--- config.mk ---
export PLATFORM = sky130hd
export DESIGN_NAME = uart_tx_sched
export DESIGN_NICKNAME = d
export VERILOG_FILES = /design/src/rtl/uart_tx_sched.sv
export SDC_FILE = /design/constraint.sdc
export NUM_CORES = 1
export LEC_CHECK = 0
export ABC_AREA = 1
export CAP_MARGIN = 20
export CORE_MARGIN = 4
export CORE_UTILIZATION = 42
export DETAILED_ROUTE_END_ITERATION = 12
export PLACE_DENSITY_LB_ADDON = 0.1
export SETUP_SLACK_MARGIN = 0.3
export SLEW_MARGIN = 15
export SYNTH_ARGS = -nofsm -noshare
export SYNTH_HDL_FRONTEND = slang
export SYNTH_SLANG_ARGS = --single-unit
--- constraint.sdc ---
create_clock -name i_clk -period 1.4 [get_ports i_clk]
set_input_delay 0.28 -clock i_clk [delete_from_list [all_inputs] [get_ports i_clk]]
set_output_delay 0.28 -clock i_clk [all_outputs]
set_load 0.05 [all_outputs]
--- src/rtl/uart_tx_sched.sv ---
// uart_tx_sched: pops TX FIFO bytes, launches UART frames, counts completed frames.
// Define UART_TX_SCHED_GAP_EN to insert GapCycles idle cycles between frames.
module uart_tx_sched #(
  parameter int DataWidth    = 8,
  parameter int StartTimeout = 16,
  parameter int GapCycles    = 4,
  parameter int CntWidth     = 16
) (
  input  logic                 i_clk,
  input  logic                 i_rst_n,
  input  logic                 i_enable,
  input  logic                 i_fifo_empty,
  input  logic [DataWidth-1:0] i_fifo_rd_data,
  output logic                 o_fifo_rd_en,
  output logic [DataWidth-1:0] o_tx_data,
  output logic                 o_tx_start,
  input  logic                 i_tx_busy,
  output logic                 o_busy,
  output logic                 o_tx_timeout,
  output logic [CntWidth-1:0]  o_frame_cnt
);
  localparam int TW = $clog2(StartTimeout);
  localparam logic [2:0] IDLE      = 3'd0;
  localparam logic [2:0] FETCH     = 3'd1;
  localparam logic [2:0] LAUNCH    = 3'd2;
  localparam logic [2:0] WAIT_BUSY = 3'd3;
  localparam logic [2:0] WAIT_DONE = 3'd4;
`ifdef UART_TX_SCHED_GAP_EN
  localparam logic [2:0] GAP       = 3'd5;
  localparam int GW = (GapCycles > 1) ? $clog2(GapCycles) : 1;
`endif

  if (StartTimeout < 2 || GapCycles < 1) begin : g_bad_cfg
    $error("uart_tx_sched: StartTimeout must be >= 2 and GapCycles >= 1");
  end

  logic [2:0]           state_q, state_d;
  logic [DataWidth-1:0] tx_data_q, tx_data_d;
  logic [CntWidth-1:0]  frame_cnt_q, frame_cnt_d;
  logic [TW-1:0]        to_cnt_q, to_cnt_d;
  logic                 fetch_ok, to_hit;
`ifdef UART_TX_SCHED_GAP_EN
  logic [GW-1:0]        gap_cnt_q, gap_cnt_d;
`endif

  assign fetch_ok = i_enable && !i_fifo_empty;
  assign to_hit   = to_cnt_q == TW'(StartTimeout - 1);

  always_comb begin
    state_d     = state_q;
    tx_data_d   = tx_data_q;
    frame_cnt_d = frame_cnt_q;
    to_cnt_d    = to_cnt_q;
`ifdef UART_TX_SCHED_GAP_EN
    gap_cnt_d   = gap_cnt_q;
`endif
    case (state_q)
      IDLE:   state_d = fetch_ok ? FETCH : IDLE;
      FETCH: begin
        tx_data_d = i_fifo_rd_data;
        state_d   = LAUNCH;
      end
      LAUNCH: begin
        to_cnt_d = '0;
        state_d  = WAIT_BUSY;
      end
      // busy wins over the timeout on the last allowed cycle
      WAIT_BUSY: begin
        state_d  = i_tx_busy ? WAIT_DONE : to_hit ? IDLE : WAIT_BUSY;
        to_cnt_d = (i_tx_busy || to_hit) ? to_cnt_q : to_cnt_q + 1'b1;
      end
      WAIT_DONE: begin
        if (!i_tx_busy) begin
          frame_cnt_d = frame_cnt_q + 1'b1;
`ifdef UART_TX_SCHED_GAP_EN
          gap_cnt_d   = GW'(GapCycles - 1);
          state_d     = GAP;
`else
          state_d     = fetch_ok ? FETCH : IDLE;
`endif
        end
      end
`ifdef UART_TX_SCHED_GAP_EN
      GAP: begin
        state_d   = (gap_cnt_q == '0) ? (fetch_ok ? FETCH : IDLE) : GAP;
        gap_cnt_d = (gap_cnt_q == '0) ? gap_cnt_q : gap_cnt_q - 1'b1;
      end
`endif
      default: state_d = IDLE;
    endcase
  end

  always_ff @(posedge i_clk) begin
    if (!i_rst_n) begin
      state_q     <= IDLE;
      tx_data_q   <= '0;
      frame_cnt_q <= '0;
      to_cnt_q    <= '0;
`ifdef UART_TX_SCHED_GAP_EN
      gap_cnt_q   <= '0;
`endif
    end else begin
      state_q     <= state_d;
      tx_data_q   <= tx_data_d;
      frame_cnt_q <= frame_cnt_d;
      to_cnt_q    <= to_cnt_d;
`ifdef UART_TX_SCHED_GAP_EN
      gap_cnt_q   <= gap_cnt_d;
`endif
    end
  end

  assign o_fifo_rd_en = state_q == FETCH;
  assign o_tx_start   = state_q == LAUNCH;
  assign o_busy       = state_q != IDLE;
  assign o_tx_timeout = state_q == WAIT_BUSY && !i_tx_busy && to_hit;
  assign o_tx_data    = tx_data_q;
  assign o_frame_cnt  = frame_cnt_q;
endmodule

==> impl_metrics.ini, run 1 <==
[sta]
period_needed_ns = 1.57
rsz0062_at_grt = yes
worstMarginPinSlew_ns = 0.504
setup_slack_ns = -0.166
skew_ns = 0.00754
slew_violations = 0
hold_viol = 0
slew_headroom = 0.661
post-route-period-util = 1.12
setup_viol = 4
max_freq_mhz = 639
setup_tns_ns = -0.263
whs_ns = 0.478

[logic_synthesis]
yosys.area_share.simple = 0.351
ys_seq_elements = 31
ys_async_sr_fraction = 0
synthFlopType = dfxtp_1
synth-xor-area-share = 0.0119
synth.most_common_cell = nand2_1
synth-compound-area-share = 0.106
syn_area_per_cell_um2 = 7.12
synth_edf_count = 0
synth_nets = 222
yosysSeqAreaShare = 0.421
muxShareOfSynthArea = 0
synth_area_leaders = dfxtp_1, nand2_1, inv_1
synth_top_cell_by_area = dfxtp_1
synth_top_area_share = 0.421
synth_top_family_by_area = simple AND/OR/NAND/NOR gates
syn_area_um2 = 1470
synth_common_cells = nand2_1, dfxtp_1, inv_1, nor2_1, a21oi_1
synth.distinct_cells = 25
synth_fa_ha_area_frac = 0.0170
synthCells = 207
ys_warn_count = 0

[critical_path]
cp-end-kind = primary output
r2r_setup_slack_ns = 0.01
crit_arrival_ns = 1.29
timing.rr.start = state_q[1]
crit_family = flip-flops
reg2reg_to = o_frame_cnt[13]
crit_buf_inv = 2
cp-startpoint = state_q[2]
slowest_delay_ns = 0.37
r2r_cells = 8
path_class = flop to primary output
cp.required_ns = 1.12
startpoint_type = flop
cpMaxStageDelayCell = dfxtp_4
path_cells = inv_6 -> nand3_4 -> nor3_4 -> buf_12
worstPathMaxFanout = 6

[place]
place_inst = 300
dpl_worst_slack_ns = -0.212
io_buffers = 40
gp_congestion = 0.793
hpwl_um = 2590

[clock_tree]
clk_path_buf_depth = 2
cts.sinks = 31
clockRootBuffer = clkbuf_4
cts_hold_buf = 0
cts_made_buffers = 5
htreeDepth = 2
tritoncts = built
path_clk_slew_ns = 0.09
clock_latency_ns = 0.33

[worst_hold_path]
hold_end = o_frame_cnt[3]
hold_start = o_frame_cnt[3]
worstHoldPathCells = 1
hp-class = flop to flop

[outcome]
violations = setup timing
status = finished, violations left

[pwr]
seq_power_share = 0.463
p_clk_frac = 0.279
p_sw_uw = 603
p_per_area_nw_per_um2 = 678
p_sw_frac = 0.304
p_int_mw = 1.38
combPwrFrac = 0.258
ir_drop_mv = 0.738
leakagePower_nw = 1.19

[routing]
first_pass_iters = 4
drt-total-wl_um = 4530
postRouteAntennaNets = 0
viasPerCell = 4.90
routedWlPerCell_um = 13.8
drtIter0Drc = 94
drc_errors = 0
vias = 1606

[floorplan]
fp.coreArea_um2 = 3360
fp-row-count = 21
start_util = 0.438
die-area_um2 = 4520
die_h_um = 67.2
die_w_um = 67.2
pin_count = 41

[global_routing]
grt_pass1_vias = 1494
grt_pass1_wl_um = 6650
track_usage = 0.196
grt_max_degree = 14
overflow = 0
grt_antenna_before_repair = 0

[finish]
final_cells = 328
antenna_cells = 0
area_delta_synth_final_pct = 98.8
nFillCells = 167
drive_gt1_frac = 0.539
nets = 296

[flow_run]
cap_violations = 0
==> through the flow <==
step | cell area [um2] | total power [mW] | util
after detailed placement | 2430 | 1.34 | 0.723
after global placement | 2430 | 1.34 | 0.723
after floorplan | 1630 | 1.14 | -
final | 2930 | 1.99 | 0.871
after CTS | 2760 | 1.95 | 0.820
after global routing | 2930 | 2.07 | 0.871
==> cells in the final DEF, fill, tap and decap left out, drive strengths merged <==
cell           netlist  routed
buf                  2      57
nand2               53      53
dfxtp               31      31
nor2                29      29
inv                 29      28
a21oi               16      16
clkdlybuf4s50        0      12
nand3               12      12
o21ai               10      11
nor3                 8       8
clkbuf               1       7
nand4                4       4
clkinv               2       3
xnor2                2       2
o21a                 2       2
ha                   2       2
clkinvlp             0       1
nor3b                1       1
a211oi               1       1
and3                 1       1
and3b                1       1
==> how the worst max path moves through the flow <==
stage	end	slack, ns	cells past startpoint
after floorplan	o_tx_timeout	0.09	3
after CTS	o_tx_timeout	-0.17	4
after global placement	o_frame_cnt[13]	-0.17	8
after detailed placement	o_frame_cnt[13]	-0.21	8
after global routing	o_tx_timeout	-0.22	4
final	o_tx_timeout	-0.17	4
==> cells by family (layout without fill, tap and decap cells) <==
| family | after synthesis | after routing |
|---|---|---|
| adder cells (fa/ha/maj) | 2 | 2 |
| AO/OA/AOI/OAI | 29 | 30 |
| flip-flops | 31 | 31 |
| AND/OR/NAND/NOR | 109 | 109 |
| buffers and inverters | 34 | 108 |
| XOR/XNOR | 2 | 2 |
==> area by class of cell <==
cell class / count / area [um2] / area share
multi-input combinational: 143 / 1020 / 0.348
timing repair buffer: 69 / 952 / 0.325
sequential: 31 / 704 / 0.240
inverter: 31 / 136 / 0.0465
tap: 46 / 57.6 / 0.0196
clock buffer: 7 / 55.1 / 0.0188
clock inverter: 1 / 5.00 / 0.00171
==> sequential cells by signal, summed over array words and instances (netlist names) <==
name and cells:
o_frame_cnt 16, o_tx_data 8, state_q 3, to_cnt_q 4
==> what timing repair did <==
action | 4_1_cts | 5_1_grt
resized for setup | 53 | 31
setup endpoints to repair | 50 | 52
setup buffers | 12 | 7
pin swaps | 20 | 14
cloned | 1 | 0
==> power by group through the flow <==
stage | clock network [mW] | registers [mW] | logic (mW)
final | 0.554 | 0.920 | 0.513
after global routing | 0.597 | 0.923 | 0.550
after CTS | 0.565 | 0.922 | 0.467
after detailed placement | 0 | 0.946 | 0.397
after global placement | 0 | 0.944 | 0.393
after floorplan | 0 | 0.985 | 0.155
==> metal layers <==
metal / share of wire / wire length, um / global-route usage / vias to the layer above
met5: 0 / 0 / 0 / -
met4: 0.028 / 126 / 0.0785 / 0
met3: 0.054 / 245 / 0.0582 / 15
met2: 0.51 / 2310 / 0.317 / 42
met1: 0.41 / 1850 / 0.244 / 736
li1: - / - / - / 813
(Power assumes the default switching activity.)
==> run 2: changes to the inputs <==
Settings changed: RECOVER_POWER set to 100.
==> run 2 against run 1 <==
Net effect:
- the run still ends with setup timing left
- clock power hardly changed
- worst hold slack better by 0.0076 ns
- sequential share of layout area is 1.4 points lower
- clock-buffer cell count stayed put
- wire length is 0.40% lower
- clock skew is 0.0016 ns lower
- die area stayed put
- via count is 1.7% higher
- final cell count stayed put
- first-iteration DRC count is 9.6% higher
- sequential power is 2.4% higher
- design area is 3.7% lower
- critical path type unchanged
- critical endpoint unchanged
- largest power group unchanged
- highest routed layer unchanged
==> impl_metrics.ini, run 2 (synthesis results as in run 1) <==
[outcome]
status = finished, violations left
violations = setup timing

[critical_path]
crit_buf_inv = 1
slowest_delay_ns = 0.36
cpMaxStageDelayCell = dfxtp_2
r2r_setup_slack_ns = -0.09
crit_arrival_ns = 1.29
cp.required_ns = 1.12
startpoint_type = flop
r2r_cells = 8
worstPathMaxFanout = 2
cp-end-kind = primary output
cp-startpoint = to_cnt_q[0]
path_cells = ha_4 -> nand3_4 -> nor3_4 -> buf_12
crit_family = flip-flops
reg2reg_to = o_frame_cnt[13]
path_class = flop to primary output
timing.rr.start = state_q[1]

[finish]
antenna_cells = 0
area_delta_synth_final_pct = 91.4
mostFrequentLayoutCells = nand2_1, buf_12, dfxtp_1
nFillCells = 210
regArea_um2 = 638
largest_reg_flops = 16
finalInstanceArea_um2 = 2820
drive_gt1_frac = 0.443
multi_input_area_um2 = 988
final_common_cell = nand2_1
nets = 296
final_cells = 328

[sta]
period_needed_ns = 1.57
setup_viol = 13
worstMarginPinSlew_ns = 0.505
max_freq_mhz = 639
slew_headroom = 0.661
hold_viol = 0
skew_ns = 0.00593
post-route-period-util = 1.12
setup_slack_ns = -0.165
slew_violations = 0
rsz0062_at_grt = yes

[place]
place_inst = 300
io_buffers = 40
hpwl_um = 2590
gp_congestion = 0.793
dpl_worst_slack_ns = -0.212
dpl-instance-area_um2 = 2430

[floorplan]
pin_count = 41
fp.coreArea_um2 = 3360
start_util = 0.438
die_h_um = 67.2
die_w_um = 67.2
fp-row-count = 21
die-area_um2 = 4520

[worst_hold_path]
worstHoldPathCells = 3
hold_start = i_fifo_rd_data[2]
hold_end = o_tx_data[2]
hp-class = input pin to flop

[clock_tree]
tritoncts = built
path_clk_slew_ns = 0.10
cts_hold_buf = 0
clockRootBuffer = clkbuf_4
clock_latency_ns = 0.33
cts_made_buffers = 5
htreeDepth = 2
clk_path_buf_depth = 2
cts.sinks = 31

[routing]
viasPerCell = 4.98
drc_errors = 0
routedWlPerCell_um = 13.7
vias = 1633
first_pass_iters = 4
postRouteAntennaNets = 0
drtIter0Drc = 103
drt-total-wl_um = 4510

[pwr]
p_total_mw = 1.99
leakagePower_nw = 1.16
ir_drop_mv = 0.743
p_per_area_nw_per_um2 = 706

[global_routing]
grt_max_degree = 14
grt_pass1_wl_um = 6650
track_usage = 0.196
overflow = 0
grt_pass1_vias = 1494
grt_antenna_before_repair = 0

[flow_run]
cap_violations = 0
run 2: repair_timing:
item / CTS / global route
gates cloned: 1 / 0
resized for setup: 53 / 31
buffers inserted: 12 / 7
pin swaps: 20 / 14
setup endpoints to repair: 50 / 52
run 2: cell type report:
cell class              count  area share
multi-input cells         143       0.350
repair buffers             69       0.333
flip-flops and latches     31       0.226
inverters                  31      0.0483
well taps                  46      0.0204
clock buffers               7      0.0195
clock inverters             1     0.00177
run 2: per-layer routing:
layer | track usage | share of wire
met4 | 0.0785 | 0.028
met2 | 0.317 | 0.51
met3 | 0.0582 | 0.061
met1 | 0.244 | 0.40
met5 | 0 | 0
run 2: how the worst max path moves through the flow:
stage / slack [ns] / to / cells past startpoint
after floorplan: 0.09 / o_tx_timeout / 3
after global placement: -0.17 / o_frame_cnt[13] / 8
after detailed placement: -0.21 / o_frame_cnt[13] / 8
after CTS: -0.17 / o_tx_timeout / 4
after global routing: -0.22 / o_tx_timeout / 4
final: -0.17 / o_tx_timeout / 4
run 2: worst min-delay path: stages:
cell and delay [ns]:
clkdlybuf4s50_1 0.39, nand2_1 0.06, a21oi_1 0.05
run 2: metrics by stage:
stage	util	hold WS, ns	setup TNS [ns]
global placement	0.723	0.458	-2.45
CTS	0.820	0.472	-0.274
finish	0.839	0.485	-0.794
detailed placement	0.723	0.461	-3.16
floorplan	-	0.408	0
global route	0.839	0.494	-2.22
run 2: where the power goes:
group / total [mW] / internal (mW) / switching, mW
Sequential: 0.942 / 0.907 / 0.0347
Combinational: 0.495 / 0.248 / 0.247
Clock: 0.554 / 0.243 / 0.311
Total: 1.99 / 1.40 / 0.593
